<file path="src/rtl/dec_neuron_mac_if.sv">
// Activation-in / result-out handshake bundle for one decoder neuron MAC.
// The master side is the producer/consumer around the engine; the slave side is the engine.
interface dec_neuron_mac_if #(
  parameter int DATA_WIDTH = 16
);
  logic                  in_valid;
  logic                  in_ready;
  logic [DATA_WIDTH-1:0] in_data;
  logic                  out_valid;
  logic                  out_ready;
  logic [DATA_WIDTH-1:0] out_data;

  modport master (
    output in_valid, in_data, out_ready,
    input  in_ready, out_valid, out_data
  );

  modport slave (
    input  in_valid, in_data, out_ready,
    output in_ready, out_valid, out_data
  );
endinterface

</file>
<file path="src/rtl/dec_neuron_mac.sv">
// Sequential single-neuron dot product: one activation x weight per cycle into a wide
// accumulator, then bias add, round-half-up, saturate, optional ReLU, one result out.
module dec_neuron_mac #(
  parameter int DATA_WIDTH = 16,
  parameter int FRAC_BITS  = 10,
  parameter int N_TAPS     = 16,
  parameter int RELU_EN    = 0
) (
  input  logic                         clk,
  input  logic                         rst_n,
  input  logic [N_TAPS*DATA_WIDTH-1:0] w_flat,
  input  logic [DATA_WIDTH-1:0]        bias,
  input  logic                         clear,
  dec_neuron_mac_if.slave              io,
  output logic                         busy
);
  localparam int IDX_W  = (N_TAPS > 1) ? $clog2(N_TAPS) : 1;
  localparam int ACC_W  = 2*DATA_WIDTH + $clog2(N_TAPS) + 1;
  localparam int PROD_W = 2*DATA_WIDTH;
  localparam logic [IDX_W-1:0] LAST = IDX_W'(N_TAPS-1);

  typedef enum logic [1:0] {RUN, RND, OUT} state_t;

  state_t                              state;
  logic [IDX_W-1:0]                    idx;
  logic signed [ACC_W-1:0]             acc;
  logic                                out_valid_q;
  logic [DATA_WIDTH-1:0]               out_data_q;

  logic [N_TAPS-1:0][DATA_WIDTH-1:0]   w;
  logic signed [PROD_W-1:0]            prod;
  logic signed [ACC_W-1:0]             prod_ext;
  logic signed [ACC_W-1:0]             bias_ext;
  logic signed [ACC_W-1:0]             half;
  logic signed [ACC_W-1:0]             rnd_sum;
  logic signed [ACC_W-1:0]             rnd_shr;
  logic signed [ACC_W-1:0]             sat_hi;
  logic signed [ACC_W-1:0]             sat_lo;
  logic [DATA_WIDTH-1:0]               res;

  assign w = w_flat;

  // Full-precision signed product of the current tap, widened into the accumulator.
  assign prod     = $signed(io.in_data) * $signed(w[idx]);
  assign prod_ext = {{(ACC_W-PROD_W){prod[PROD_W-1]}}, prod};

  assign bias_ext = {{(ACC_W-DATA_WIDTH){bias[DATA_WIDTH-1]}}, bias};
  assign half     = ACC_W'(1) <<< (FRAC_BITS-1);
  assign sat_hi   = {{(ACC_W-DATA_WIDTH+1){1'b0}}, {(DATA_WIDTH-1){1'b1}}};
  assign sat_lo   = {{(ACC_W-DATA_WIDTH+1){1'b1}}, {(DATA_WIDTH-1){1'b0}}};

  // Adding half an LSB then arithmetic-shifting rounds ties toward +inf.
  always_comb begin
    rnd_sum = acc + (bias_ext <<< FRAC_BITS) + half;
    rnd_shr = rnd_sum >>> FRAC_BITS;
    if (rnd_shr > sat_hi)      res = sat_hi[DATA_WIDTH-1:0];
    else if (rnd_shr < sat_lo) res = sat_lo[DATA_WIDTH-1:0];
    else                       res = rnd_shr[DATA_WIDTH-1:0];
    if ((RELU_EN != 0) && res[DATA_WIDTH-1]) res = '0;
  end

  always_ff @(posedge clk or negedge rst_n) begin
    if (!rst_n) begin
      state       <= RUN;
      idx         <= '0;
      acc         <= '0;
      out_valid_q <= 1'b0;
      out_data_q  <= '0;
    end else if (clear) begin
      state       <= RUN;
      idx         <= '0;
      acc         <= '0;
      out_valid_q <= 1'b0;
    end else begin
      case (state)
        RUN: if (io.in_valid) begin
          acc <= acc + prod_ext;
          if (idx == LAST) begin
            idx   <= '0;
            state <= RND;
          end else begin
            idx <= idx + 1'b1;
          end
        end
        RND: begin
          out_data_q  <= res;
          out_valid_q <= 1'b1;
          state       <= OUT;
        end
        OUT: if (io.out_ready) begin
          out_valid_q <= 1'b0;
          acc         <= '0;
          state       <= RUN;
        end
        default: state <= RUN;
      endcase
    end
  end

  // clear blocks acceptance in the same cycle so an aborted vector never absorbs a tap.
  assign io.in_ready  = (state == RUN) && !clear;
  assign io.out_valid = out_valid_q;
  assign io.out_data  = out_data_q;
  assign busy         = (state != RUN) || (idx != '0);
endmodule

</file>
<file path="src/flat_wrapper.sv">
// flat-port wrapper written by rule: the top's interface ports become plain ports
module dec_neuron_mac_flat 
#(
  parameter int DATA_WIDTH = 16,
  parameter int FRAC_BITS  = 10,
  parameter int N_TAPS     = 16,
  parameter int RELU_EN    = 0
)
  (clk, rst_n, w_flat, bias, clear, busy, io_in_valid, io_in_data, io_out_ready, io_in_ready, io_out_valid, io_out_data);
  dec_neuron_mac_if #(.DATA_WIDTH(DATA_WIDTH)) io_i ();
  input  logic clk;
  input  logic rst_n;
  input  logic [N_TAPS*DATA_WIDTH-1:0] w_flat;
  input  logic [DATA_WIDTH-1:0] bias;
  input  logic clear;
  output logic busy;
  input wire logic [$bits(io_i.in_valid)-1:0] io_in_valid;
  input wire logic [$bits(io_i.in_data)-1:0] io_in_data;
  input wire logic [$bits(io_i.out_ready)-1:0] io_out_ready;
  output wire logic [$bits(io_i.in_ready)-1:0] io_in_ready;
  output wire logic [$bits(io_i.out_valid)-1:0] io_out_valid;
  output wire logic [$bits(io_i.out_data)-1:0] io_out_data;
  assign io_i.in_valid = io_in_valid;
  assign io_i.in_data = io_in_data;
  assign io_i.out_ready = io_out_ready;
  assign io_in_ready = io_i.in_ready;
  assign io_out_valid = io_i.out_valid;
  assign io_out_data = io_i.out_data;
  dec_neuron_mac #(.DATA_WIDTH(DATA_WIDTH), .FRAC_BITS(FRAC_BITS), .N_TAPS(N_TAPS), .RELU_EN(RELU_EN)) u_core (.clk(clk), .rst_n(rst_n), .w_flat(w_flat), .bias(bias), .clear(clear), .io(io_i), .busy(busy));
endmodule
</file>
<file path="config.mk">
export PLATFORM = sky130hd
export DESIGN_NAME = dec_neuron_mac_flat
export DESIGN_NICKNAME = d
export VERILOG_FILES = /design/src/rtl/dec_neuron_mac_if.sv /design/src/rtl/dec_neuron_mac.sv /design/src/flat_wrapper.sv
export SDC_FILE = /design/constraint.sdc
export NUM_CORES = 1
export LEC_CHECK = 0
export ABC_AREA = 1
export CAP_MARGIN = 20
export CORE_MARGIN = 5
export CORE_UTILIZATION = 48
export CTS_CLUSTER_DIAMETER = 150
export DETAILED_ROUTE_END_ITERATION = 10
export PLACE_DENSITY_LB_ADDON = 0.15
export SYNTH_ARGS = -nofsm -noshare
export SYNTH_HDL_FRONTEND = slang
export SYNTH_SLANG_ARGS = --single-unit
</file>
<file path="constraint.sdc">
create_clock -name clk -period 6.3 [get_ports clk]
set_input_delay 1.89 -clock clk [delete_from_list [all_inputs] [get_ports clk]]
set_output_delay 1.89 -clock clk [all_outputs]
set_load 0.01 [all_outputs]
</file>
==> results of run 1 <==
[metrics by stage]
step / hold WS (ps) / utilization [%] / instance area [um^2] / cells / setup TNS, ps
finish: 478.2 / 73.45 / 27730 / 3662 / -37640
CTS: 484.4 / 70.24 / 26520 / 3623 / -36120
global route: 510.5 / 73.42 / 27720 / 3658 / -42280
global placement: 463.8 / 65.50 / 24730 / 3557 / -57280
detailed placement: 469.6 / 65.50 / 24730 / 3557 / -57620
floorplan: 455.7 / - / 18900 / 2521 / -18560
[path summary, 6_finish.rpt]
path / startpoint / end / slack [ps] / cells past startpoint
setup / recovery: w_flat[217] / u_core.acc[31] / -1560 / 32
hold / removal: u_core.io.out_data[11] / u_core.io.out_data[11] / 480 / 2
setup reg to reg: u_core.idx[0] / u_core.acc[36] / -790 / 32
hold reg to reg: u_core.io.out_data[11] / u_core.io.out_data[11] / 480 / 2
max in group asynchronous: rst_n / u_core.idx[0] / 3960 / 2
min in group asynchronous: rst_n / u_core.io.out_data[13] / 1680 / 2
[cell usage after synthesis, drive strengths merged, types with 8 or more instances]
cell	number	area share, %
buf	49	1.4
nor2	370	7.8
nand3	63	1.8
nand2	514	11
ha	137	9.3
xor2	13	0.62
o22ai	36	1.2
a22o	16	0.76
xnor2	14	0.67
dfrtp	60	8.2
a21oi	82	2.3
o21ai	190	5.2
nor3	10	0.30
clkbuf	36	0.73
o21bai	10	0.41
fa	319	35
nand4	18	0.61
o221ai	27	1.3
inv	511	10
a21o	8	0.33
[worst max-delay path: cells and delay by family]
family / cells / cell delay [ps]
buf+inv: 9 / 1090
simple gates: 10 / 900
compound gates: 6 / 830
fa+ha+maj: 7 / 3440
[registers in the layout (all words and copies together), names as in the netlist]
register / flops
u_core.acc: 37
u_core.idx: 4
u_core.io.out_data: 16
u_core.io.out_valid: 1
u_core.state: 2
[kinds of logic (layout without fill, tap and decap cells)]
kind of cell	Yosys count	count (layout)	share of synthesized area, %
AO/OA/AOI/OAI	389	389	12.26
flip-flops	60	60	8.166
AND/OR/NAND/NOR	986	986	21.49
XOR/XNOR	27	27	1.286
other	0	12	0
buffers and inverters	603	1221	12.75
adder cells (fa/ha/maj)	456	456	44.06
[area by class of cell]
type	instances	share of cell area (%)
timing repair inverter	2	0.04963
timing repair buffer	685	23.85
antenna	12	0.1083
clock inverter	6	0.3429
sequential	60	5.432
inverter	518	7.255
clock buffer	10	0.8618
multi-input combinational	1858	59.79
tap	511	2.306
[repair_timing]
item	4_1_cts	5_1_grt
buffers inserted	51	28
resized for setup	465	371
pin swaps	142	164
setup endpoints to repair	33	33
gates cloned	5	1
[layer usage]
layer / share of wire (%) / vias up / global-route usage [%]
li1: - / 9055 / -
met1: 38 / 9751 / 42.70
met2: 49 / 959 / 59.41
met3: 8.3 / 270 / 5.831
met4: 5.6 / 4 / 14.38
met5: 0.036 / - / 0
==> run summary, run 1 <==
Post-synth ARST share - 100.0%
PortBufs - 311
EDFF count, synth - 0
Vias in the first global route - 20,753
Slew @ Worst Pin - 812.9 ps
CP Launch Type - primary input
Place WS - -2339 ps
Final setup viols - 30
Slew HR - 45.80%
Setup WS post-layout - -1565 ps
HP Class - reg2reg
Vias per inst - 5.472
Drt wl/cell - 20.46 um
Critical path fanouts, max - 6
Die span in y - 205.7 um
CP Class - in2reg
Mean Syn Cell Area - 7.293 um^2
Clock root buffer - clkbuf_16
Most used DFF post-synth - dfrtp_1
Sequential area share after synthesis - 8.166%
TritonCTS Buffers - 9
Crit path time final - 7865 ps
Initial Util - 48.70%
Worst-case clock buffer depth - 2
Clk_lat worst skew - 350 ps
Period utilization - 124.8%
Peak Freq - 127.1 MHz
Total grt overflow - 0
DR iter-0 viols - 1,472
Leading cell types in the layout, fill and taps excluded - 438 x nand2_1, 412 x inv_1, 296 x buf_4, 295 x fa_1, 277 x nor2_1
Gpl congestion - 0.9983
Critical path data arrival time - 8150 ps
Slowest-stage cell, CP - fa_1
CORE AREA - 37,760 um^2
Area of the multi-input gates - 16,580 um^2
Row cnt - 71
Pin count of the biggest net entering global routing - 66
Filler cell count - 2,841
Die Footprint - 42,320 um^2
Final Skew - 9.714 ps
Ys Warns - 0
CTS clk-pin slew, worst paths - 60 ps
Antenna-violating nets left - 0
HPWL after DPL - 60.45 mm
RSZ-0062 raised after global routing - true
Detailed Routing Iterations Pass 1 - 7
Maxcap violations - 0
# IOs - 312
FF/Latch Area - 1506 um^2
Worst Path Required - 6580 ps
Hold Violations, Final - 0
Area Growth Syn to Fin - 50.82%
Worst path max stage delay - 560 ps
CTS sink cnt - 60
Layout Nets - 3,883
Crit. End Element - flip-flop
Initial antenna violation count - 11
Post-Syn Nets - 3,270
Drt drc - 0
H-tree levels - 3
Post-Syn Area - 18,390 um^2
Status - complete, but fails checks
First-pass GRT wire length - 113.5 mm
CTS Hold Bufs - 0
Most common cell after layout, fill and taps aside - nand2_1
Layout cell share with drive strength beyond 1 - 28.19%
Max-slew violation count - 0
Die width - 205.7 um
WL final - 74.91 mm
Syn Inst Count - 2,521
CTS tree - done
Overall via count from detail_route - 20,039
Gr usage total - 34.40%
#FFs+latches synth - 60
Synth cell types - 48
Failing checks - negative setup slack
Power of run 1 is left out: the tool's default activity adds up to more than one toggle a clock period on the data nets, which glitch-free logic cannot reach.
==> run 2, diff against run 1 <==
--- a/config.mk
+++ b/config.mk
@@ -12,6 +12,7 @@
 export CTS_CLUSTER_DIAMETER = 150
 export DETAILED_ROUTE_END_ITERATION = 10
 export PLACE_DENSITY_LB_ADDON = 0.15
+export SKIP_LAST_GASP = 1
 export SYNTH_ARGS = -nofsm -noshare
 export SYNTH_HDL_FRONTEND = slang
 export SYNTH_SLANG_ARGS = --single-unit
==> run 2 against run 1 <==
  * The run still ends with negative setup slack left
  * Via count is 1.1% higher
  * Setup slack better by 120 ps
  * First-iteration DRC count grew 4.3%
  * Clock-buffer cell count stayed put
  * Non-clock buffer count up 22
  * Utilization rose by 2.2 points
  * Final cell count grew 0.52%
  * Clock skew up 0.60 ps
  * Register-to-register slack worse by 100 ps
  * Final area grew 3.0%
  * Fmax rose by 1.5%
  * Largest cell class unchanged
==> run summary, run 2 (synthesis results as in run 1) <==
CP Launch Type - primary input
Gr usage total - 34.25% (-0.14 points)
Hold Violations, Final - 0 (unchanged)
Most frequent CP cell - fa_1
Die width - 205.7 um (unchanged)
Worst path max stage delay - 600 ps (+40 ps)
CORE AREA - 37,760 um^2 (unchanged)
Most common cell after layout, fill and taps aside - nand2_1
Layout Nets - 3,905 (+0.57%)
Gpl congestion - 0.9983 (unchanged)
Vias per inst - 5.503 (+0.56%)
Total grt overflow - 0 (unchanged)
Leading cell types in the layout, fill and taps excluded - 429 x nand2_1, 399 x inv_1, 299 x buf_4, 288 x fa_1, 252 x nor2_1
TritonCTS Buffers - 9 (unchanged)
Critical path fanouts, max - 6 (unchanged)
Crit. End Element - flip-flop
CTS clk-pin slew, worst paths - 60 ps (about the same)
Overall via count from detail_route - 20,256 (+1.1%)
Final setup viols - 29 (-3.3%)
Setup WS post-layout - -1448 ps (+116.9 ps)
Layout Cells excl Fill - 3,681 (+0.52%)
Peak Freq - 129.1 MHz (+1.5%)
RSZ-0062 raised after global routing - true
Row cnt - 71 (unchanged)
Initial antenna violation count - 7 (-4)
Max reg flops - 37 (unchanged)
Slowest-stage cell, CP - fa_2
DR iter-0 viols - 1,536 (+4.3%)
Period utilization - 123.0% (-1.9 points)
CTS Hold Bufs - 0 (unchanged)
Vias in the first global route - 20,694 (-0.28%)
Layout cell share with drive strength beyond 1 - 33.12% (+4.9 points)
WL final - 76.64 mm (+2.3%)
Top reg by flops - u_core.acc
CP Class - in2reg
First-pass GRT wire length - 112.9 mm (-0.54%)
Failing checks - negative setup slack
Place WS - -2339 ps (unchanged)
Die span in y - 205.7 um (unchanged)
Antenna-violating nets left - 0 (unchanged)
Detailed Routing Iterations Pass 1 - 6 (-1)
PortBufs - 311 (unchanged)
HPWL after DPL - 60.45 mm (unchanged)
Pin count of the biggest net entering global routing - 66 (unchanged)
Clock root buffer - clkbuf_16
Status - complete, but fails checks
CTS sink cnt - 60 (unchanged)
Initial Util - 48.70% (unchanged)
Maxcap violations - 0 (unchanged)
Final Skew - 10.31 ps (+0.5983 ps)
Area Growth Syn to Fin - 55.35%
H-tree levels - 3 (unchanged)
Slew HR - 45.53% (-0.28 points)
Worst Path Required - 6530 ps (-50 ps)
Worst-case clock buffer depth - 2 (unchanged)
Drt drc - 0 (unchanged)
CTS tree - done
Clk_lat worst skew - 350 ps (about the same)
Critical path data arrival time - 7980 ps (-170 ps)
HP Class - reg2reg
Die Footprint - 42,320 um^2 (unchanged)
Reg2reg setup slack - -890 ps (-100 ps)
Inst Count DP - 3,557 (unchanged)
Slew @ Worst Pin - 817.1 ps (+4.184 ps)
Filler cell count - 2,648 (-6.8%)
Crit path time final - 7748 ps (-116.9 ps)
Max-slew violation count - 0 (unchanged)
Drt wl/cell - 20.82 um (+1.8%)
# IOs - 312 (unchanged)
run 2: changes by cell type in the layout (fill, tap and decap cells not counted), moves of 15 or more:
cell	delta
nor2_1	-25
o21ai_2	+22
nor2_4	+15
dlymetal6s2s_1	+76
dlygate4sd2_1	-59
clkdlybuf4s50_1	-70
clkbuf_2	+45
run 2: routing by layer:
metal / GRT usage [%] / up-vias / share of wire [%]
li1: - / 9102 / -
met1: 42.42 / 9915 / 38
met2: 59.39 / 965 / 49
met3: 5.910 / 274 / 7.8
met4: 13.95 / 0 / 5.8
met5: 0 / - / 0
run 2: final timing paths:
path | from | to | cells after the start
setup / recovery | w_flat[206] | u_core.acc[36] | 29
hold / removal | u_core.io.out_data[11] | u_core.io.out_data[11] | 2
setup reg to reg | u_core.idx[0] | u_core.acc[34] | 35
hold reg to reg | u_core.io.out_data[11] | u_core.io.out_data[11] | 2
max in group asynchronous | rst_n | u_core.idx[0] | 2
min in group asynchronous | rst_n | u_core.io.out_data[13] | 2
run 2: timing repair:
action                                  CTS  global route
gates resized for setup                 424           746
pin swaps                               141           319
gates cloned                              5             2
buffers inserted                         51            53
endpoints found under the setup margin   33            33
run 2: cell type report:
type / count / area (um^2) / area share (%)
repair inverters: 2 / 11.26 / 0.03943
repair buffers: 707 / 6939 / 24.29
clock buffers: 10 / 239.0 / 0.8367
flip-flops and latches: 60 / 1506 / 5.274
well taps: 511 / 639.4 / 2.238
multi-input cells: 1858 / 17070 / 59.77
inverters: 518 / 2037 / 7.132
clock inverters: 6 / 95.09 / 0.3329
diodes: 9 / 22.52 / 0.07885
run 2: through the flow:
stage               hold slack (ps)  area [um^2]  TNS (ps)  utilization [%]
floorplan                     455.7        18900    -18560                -
global placement              463.8        24730    -57280            65.50
detailed placement            469.6        24730    -57620            65.50
CTS                           484.4        26430    -36880            70.01
global route                  510.5        28560    -38820            75.64
finish                        478.2        28560    -33560            75.65
run 2: critical path, delay by kind of cell:
family | cells | cell delay [ps]
adder cells (fa/ha/maj) | 7 | 3370
buffers and inverters | 8 | 1100
AO/OA/AOI/OAI | 1 | 220
AND/OR/NAND/NOR | 13 | 1400
Power of run 2 is left out for the same reason.
